<file path="src/rtl/mem_bus_pkg.sv">
// rtl/mem_bus_pkg.sv - shared encodings for the instruction/data memory bus arbiter
package mem_bus_pkg;

    typedef enum logic [1:0] {
        ST_IDLE = 2'd0,
        ST_ADDR = 2'd1,
        ST_DATA = 2'd2
    } arb_state_t;

    typedef enum logic {
        OWNER_INST = 1'b0,
        OWNER_DATA = 1'b1
    } owner_t;

    localparam logic [1:0] SIZE_BYTE = 2'd0;
    localparam logic [1:0] SIZE_HALF = 2'd1;
    localparam logic [1:0] SIZE_WORD = 2'd2;

endpackage

</file>
<file path="src/rtl/mem_bus_arbiter_grant_sel.sv">
// rtl/mem_bus_arbiter_grant_sel.sv - combinational grant select (fixed data priority, or
// round-robin when ARB_ROUND_ROBIN_EN is defined)
module bus_grant_sel
    import mem_bus_pkg::*;
(
    input  logic i_inst_req,
    input  logic i_data_req,
`ifdef ARB_ROUND_ROBIN_EN
    input  logic i_last_grant,
`endif
    output logic o_any,
    output logic o_grant
);

    always_comb begin
        o_any   = i_inst_req | i_data_req;
        o_grant = OWNER_INST;
`ifdef ARB_ROUND_ROBIN_EN
        if (i_inst_req && i_data_req) begin
            // Contention: favour whichever side lost last time.
            if (i_last_grant == OWNER_DATA) begin
                o_grant = OWNER_INST;
            end else begin
                o_grant = OWNER_DATA;
            end
        end else if (i_data_req) begin
            o_grant = OWNER_DATA;
        end
`else
        if (i_data_req) begin
            o_grant = OWNER_DATA;
        end
`endif
    end

endmodule

</file>
<file path="src/rtl/mem_bus_arbiter.sv">
// rtl/mem_bus_arbiter.sv - single-outstanding arbiter of IF and MEM ports onto one SRAM-like bus
// Optional macro: ARB_ROUND_ROBIN_EN selects round-robin grant under contention.
module mem_bus_arbiter
    import mem_bus_pkg::*;
#(
    parameter int ADDR_W = 32,
    parameter int DATA_W = 32
) (
    input  logic                  clk,
    input  logic                  rst,
    input  logic                  inst_req,
    input  logic [ADDR_W-1:0]     inst_addr,
    output logic                  inst_addr_ok,
    output logic                  inst_data_ok,
    output logic [DATA_W-1:0]     inst_rdata,
    input  logic                  data_req,
    input  logic                  data_wr,
    input  logic [1:0]            data_size,
    input  logic [DATA_W/8-1:0]   data_wstrb,
    input  logic [ADDR_W-1:0]     data_addr,
    input  logic [DATA_W-1:0]     data_wdata,
    output logic                  data_addr_ok,
    output logic                  data_data_ok,
    output logic [DATA_W-1:0]     data_rdata,
    output logic                  m_req,
    output logic                  m_wr,
    output logic [1:0]            m_size,
    output logic [DATA_W/8-1:0]   m_wstrb,
    output logic [ADDR_W-1:0]     m_addr,
    output logic [DATA_W-1:0]     m_wdata,
    input  logic                  m_addr_ok,
    input  logic                  m_data_ok,
    input  logic [DATA_W-1:0]     m_rdata,
    output logic                  arb_busy
);

    localparam int STRB_W = DATA_W / 8;

    arb_state_t          r_state;
    arb_state_t          w_state_next;
    owner_t              r_owner;
    logic                r_wr;
    logic [1:0]          r_size;
    logic [STRB_W-1:0]   r_wstrb;
    logic [ADDR_W-1:0]   r_addr;
    logic [DATA_W-1:0]   r_wdata;
    logic                w_any;
    logic                w_grant;
    logic                w_addr_hs;
    logic                w_data_hs;

`ifdef ARB_ROUND_ROBIN_EN
    owner_t r_last_grant;

    always_ff @(posedge clk or posedge rst) begin
        if (rst) begin
            r_last_grant <= OWNER_INST;
        end else if (r_state == ST_IDLE && w_any) begin
            r_last_grant <= owner_t'(w_grant);
        end
    end
`endif

    bus_grant_sel u_grant_sel (
        .i_inst_req   (inst_req),
        .i_data_req   (data_req),
`ifdef ARB_ROUND_ROBIN_EN
        .i_last_grant (r_last_grant),
`endif
        .o_any        (w_any),
        .o_grant      (w_grant)
    );

    always_ff @(posedge clk or posedge rst) begin
        if (rst) begin
            r_state <= ST_IDLE;
            r_owner <= OWNER_INST;
            r_wr    <= 1'b0;
            r_size  <= 2'd0;
            r_wstrb <= '0;
            r_addr  <= '0;
            r_wdata <= '0;
        end else begin
            r_state <= w_state_next;
            if (r_state == ST_IDLE && w_any) begin
                r_owner <= owner_t'(w_grant);
                if (w_grant == OWNER_DATA) begin
                    r_wr    <= data_wr;
                    r_size  <= data_size;
                    r_wstrb <= data_wstrb;
                    r_addr  <= data_addr;
                    r_wdata <= data_wdata;
                end else begin
                    // Fetches are always word reads with no write payload.
                    r_wr    <= 1'b0;
                    r_size  <= SIZE_WORD;
                    r_wstrb <= '0;
                    r_addr  <= inst_addr;
                    r_wdata <= '0;
                end
            end
        end
    end

    always_comb begin
        w_state_next = r_state;
        w_addr_hs    = 1'b0;
        w_data_hs    = 1'b0;
        case (r_state)
            ST_IDLE: begin
                if (w_any) begin
                    w_state_next = ST_ADDR;
                end
            end
            ST_ADDR: begin
                if (m_addr_ok) begin
                    w_addr_hs = 1'b1;
                    if (m_data_ok) begin
                        w_data_hs    = 1'b1;
                        w_state_next = ST_IDLE;
                    end else begin
                        w_state_next = ST_DATA;
                    end
                end
            end
            ST_DATA: begin
                if (m_data_ok) begin
                    w_data_hs    = 1'b1;
                    w_state_next = ST_IDLE;
                end
            end
            default: w_state_next = ST_IDLE;
        endcase
    end

    always_comb begin
        inst_addr_ok = w_addr_hs && (r_owner == OWNER_INST);
        data_addr_ok = w_addr_hs && (r_owner == OWNER_DATA);
        inst_data_ok = w_data_hs && (r_owner == OWNER_INST);
        data_data_ok = w_data_hs && (r_owner == OWNER_DATA);
        inst_rdata   = inst_data_ok ? m_rdata : '0;
        data_rdata   = data_data_ok ? m_rdata : '0;
    end

    assign m_req    = (r_state == ST_ADDR);
    assign m_wr     = r_wr;
    assign m_size   = r_size;
    assign m_wstrb  = r_wstrb;
    assign m_addr   = r_addr;
    assign m_wdata  = r_wdata;
    assign arb_busy = (r_state != ST_IDLE);

endmodule

</file>
<file path="config.mk">
export PLATFORM = sky130hd
export DESIGN_NAME = mem_bus_arbiter
export DESIGN_NICKNAME = d
export VERILOG_FILES = /design/src/rtl/mem_bus_pkg.sv /design/src/rtl/mem_bus_arbiter_grant_sel.sv /design/src/rtl/mem_bus_arbiter.sv
export SDC_FILE = /design/constraint.sdc
export NUM_CORES = 1
export LEC_CHECK = 0
export ABC_CLOCK_PERIOD_IN_PS = 2300
export BUFFER_PORTS_ARGS = -buffer_cell sky130_fd_sc_hd__buf_2
export CORE_AREA = 2 2 108 110
export DETAILED_ROUTE_END_ITERATION = 6
export DIE_AREA = 0 0 110 112
export PLACE_DENSITY_LB_ADDON = 0.1
export SLEW_MARGIN = 25
export SYNTH_ARGS = -nofsm -noshare
export SYNTH_HDL_FRONTEND = slang
export SYNTH_HIERARCHICAL = 1
export SYNTH_SLANG_ARGS = --single-unit
</file>
<file path="constraint.sdc">
create_clock -name clk -period 2.3 [get_ports clk]
set_input_delay 0.345 -clock clk [delete_from_list [all_inputs] [get_ports clk]]
set_output_delay 0.345 -clock clk [all_outputs]
set_load 0.05 [all_outputs]
</file>
==> results.yml <==
placed_design:
  gp_congestion: 0.734
  io_buffers: 281
  dpl-instance-area_um2: 5260
  dpl.hpwl_um: 8800
layout:
  nNetsFinal: 834
  final_core_util_pct: 56.1
  areaGrowthSynthToFinish_pct: 69.4
  fin_area_um2: 6270
  layout-drive-gt1-share_pct: 52.4
  fill_cells: 1019
yosys:
  yosysSeqAreaShare_pct: 50.0
  synth-seq-cells: 74
  synth_cells: 410
  syn_nets: 555
  yosys.area.top_type: "dfrtp_1"
  synth_top_area_share_pct: 50.0
  syn_area_per_cell_um2: 9.03
  ys_warn_count: 6
  ys_types: 24
  synth_area_leaders: "dfrtp_1 (50%), nand2_1 (12%), and2_1 (11%)"
  synth.cell_area_um2: 3700
critical_path:
  crit_family: "buffers and inverters"
  crit_fanout: 16
  cp-start-kind: "register"
  critical_path_buf_inv_count: 3
  cp_data_arrival_time_ns: 1.91
  critical_path.endpoint: "inst_rdata[1]"
  crit_start: "r_state[0]"
  crit_chain: "inv_2 > ha_2 > a21oi_4 > nor3_4 > clkbuf_16 > and2_1 > buf_6"
  end_kind: "output pin"
  rrSetupSlack_ns: 0.68
  cp_data_required_time_ns: 1.96
  cpPeakStageDelay_ns: 0.39
  rr_endpoint: "r_state[0]"
  crit_cells: 7
  worstSetupPathType: "reg2out"
  reg2reg_depth: 4
  crit_slowest_cell: "dfrtp_1"
  r2r_start: "r_state[1]"
sta:
  slew_violations: 0
  max_freq_mhz: 444
  fin_worst_skew_ns: 0.00470
  setup_violations: 0
  worst_pin_slew_ns: 0.539
  slew-limit-headroom_pct: 64.1
  hold_violations: 0
  fin_crit_sh_pct: 98.0
  whs_ns: 0.0989
  fin_crit_ns: 2.25
  rsz0062_at_grt: "yes"
routing:
  dr_total_vias: 3805
  routed_wl_um: 13100
  drtPass1Iterations: 4
  viasPerCell: 4.53
  ant_nets: 0
  drt_iter0_drc: 175
  route.detailed.drc: 0
  post_drt_wl_per_cell_um: 15.6
grt:
  grt-ovfl-total: 0
  grt_max_degree: 75
  grtUsageTotal_pct: 19.5
  grt_pass1_vias: 3692
  antenna_found_initial: 3
  grt_pass1_wl_um: 18500
clock_network:
  clk_pin_slew_ns: 0.06
  cts-root-buf: "clkbuf_16"
  cts.sinks: 74
  htreeDepth: 3
  clock_path_buffers: 2
  cts_made_buffers: 9
  cts_tree: "built"
  clkLatencyLatePin_ns: 0.32
run:
  maxCapViolCount: 0
power_and_ir_drop:
  p_leak_nw: 3.52
  ir_drop_uv: 609
  p_per_area_nw_per_um2: 1340
min_path:
  hold_path_class: "in2async"
die:
  boundaryPins: 282
  core_area_um2: 11200
  die-area_um2: 12300
  start_util_pct: 33.1
  die_y_um: 112
  rows: 39
  die_w_um: 110
outcome:
  status: "finished, final reports clean"
[Yosys cell counts]
cell / number
dfrtp_1: 74
or2_1: 1
a31oi_1: 1
clkbuf_2: 2
and2_1: 65
nand2_1: 114
and3_1: 1
nor2_1: 2
mux2i_1: 32
a221oi_1: 1
buf_6: 3
or4_1: 1
inv_1: 7
nor3_2: 1
buf_2: 9
mux2_2: 1
nand3_1: 38
nor3b_4: 1
o21ai_0: 33
nor2b_1: 1
ha_1: 4
buf_4: 4
a21oi_2: 1
clkbuf_1: 13
[cells in the final DEF, fill, tap and decap left out, types with 2 or more instances in the layout]
cell type / count
buf_2: 216
nand2_1: 112
dfrtp_1: 74
buf_6: 58
nand3_1: 38
o21ai_0: 33
mux2i_1: 32
and2_4: 30
and2_1: 26
buf_8: 13
clkbuf_16: 10
and2_2: 9
buf_4: 7
inv_1: 4
buf_12: 4
diode_2: 3
inv_2: 3
nand2_4: 2
nor2_1: 2
ha_4: 2
clkbuf_1: 2
bufinv_16: 2
[cells by family (layout without fill, tap and decap cells)]
family / Yosys count / in the layout / share of synthesized area [%]
other: 0 / 3 / 0
buffers and inverters: 38 / 322 / 5.24
muxes: 33 / 33 / 8.95
DFF: 74 / 74 / 50.0
and+or+nand+nor: 225 / 225 / 29.4
adders and majority gates: 4 / 4 / 1.35
AOI/OAI and AO/OA: 36 / 36 / 5.10
[where the power goes]
group	internal [mW]	total, mW	switching (mW)
combinational	1.25	4.80	3.55
clock	0.982	1.50	0.518
sequential	1.85	2.12	0.271
[per-layer routing]
| layer | routed length [um] | vias up | GRT usage, % |
|---|---|---|---|
| li1 | - | 1889 | - |
| met1 | 4780 | 1732 | 21.4 |
| met2 | 6920 | 164 | 35.0 |
| met3 | 1110 | 20 | 5.39 |
| met4 | 297 | 0 | 7.85 |
| met5 | 0 | - | 0 |
[flip-flops by register name (all words and copies together), names as in the netlist]
signal	cells
m_addr	32
m_wdata	32
m_wstrb	4
m_size	2
r_state	2
m_wr	1
r_owner	1
[worst min-delay path by stage]
stage / from / end / slack (ns) / depth (start not counted)
2_1_floorplan: data_size[1] / m_size[1] / 0.49 / 2
3_3_place_gp: m_wdata[18] / m_wdata[18] / 0.45 / 2
3_5_place_dp: m_wstrb[2] / m_wstrb[2] / 0.45 / 2
4_1_cts: rst / m_wdata[24] / 0.11 / 3
5_1_grt: rst / m_wdata[24] / 0.13 / 3
6_report: rst / m_wdata[27] / 0.1 / 3
[area by class of cell]
cell class | count | area, um2 | area share [%]
timing repair buffer | 299 | 2090 | 33.3
clock buffer | 12 | 246 | 3.93
clock inverter | 4 | 73.8 | 1.18
tap | 143 | 179 | 2.85
multi-input combinational | 298 | 1800 | 28.7
antenna | 3 | 7.51 | 0.120
inverter | 7 | 26.3 | 0.419
sequential | 74 | 1850 | 29.5
[worst reg2reg max path: stages, from the launching register on]
cell,delay (ns)
dfrtp_1,0.39
buf_4,0.14
ha_2,0.19
a221oi_1,0.40
mux2_2,0.38
[what timing repair did]
action / CTS / global route
pin swaps: 1 / 8
resized for setup: 79 / 113
buffers inserted: 4 / 1
cloned: 2 / 3
setup endpoints to repair: 64 / 65
hold buffers: 0 / 0
[metrics by stage]
stage	instances	setup slack, ns	setup TNS, ns	total power [mW]
2_1_floorplan	410	0.00447	0	5.47
3_3_place_gp	812	0.328	0	6.58
3_5_place_dp	812	0.261	0	6.65
4_1_cts	834	-0.00577	-0.00767	8.34
5_1_grt	840	-0.0546	-0.583	8.90
6_report	840	0.0470	0	8.42
Note: power is estimated with default switching activity, not from simulation.
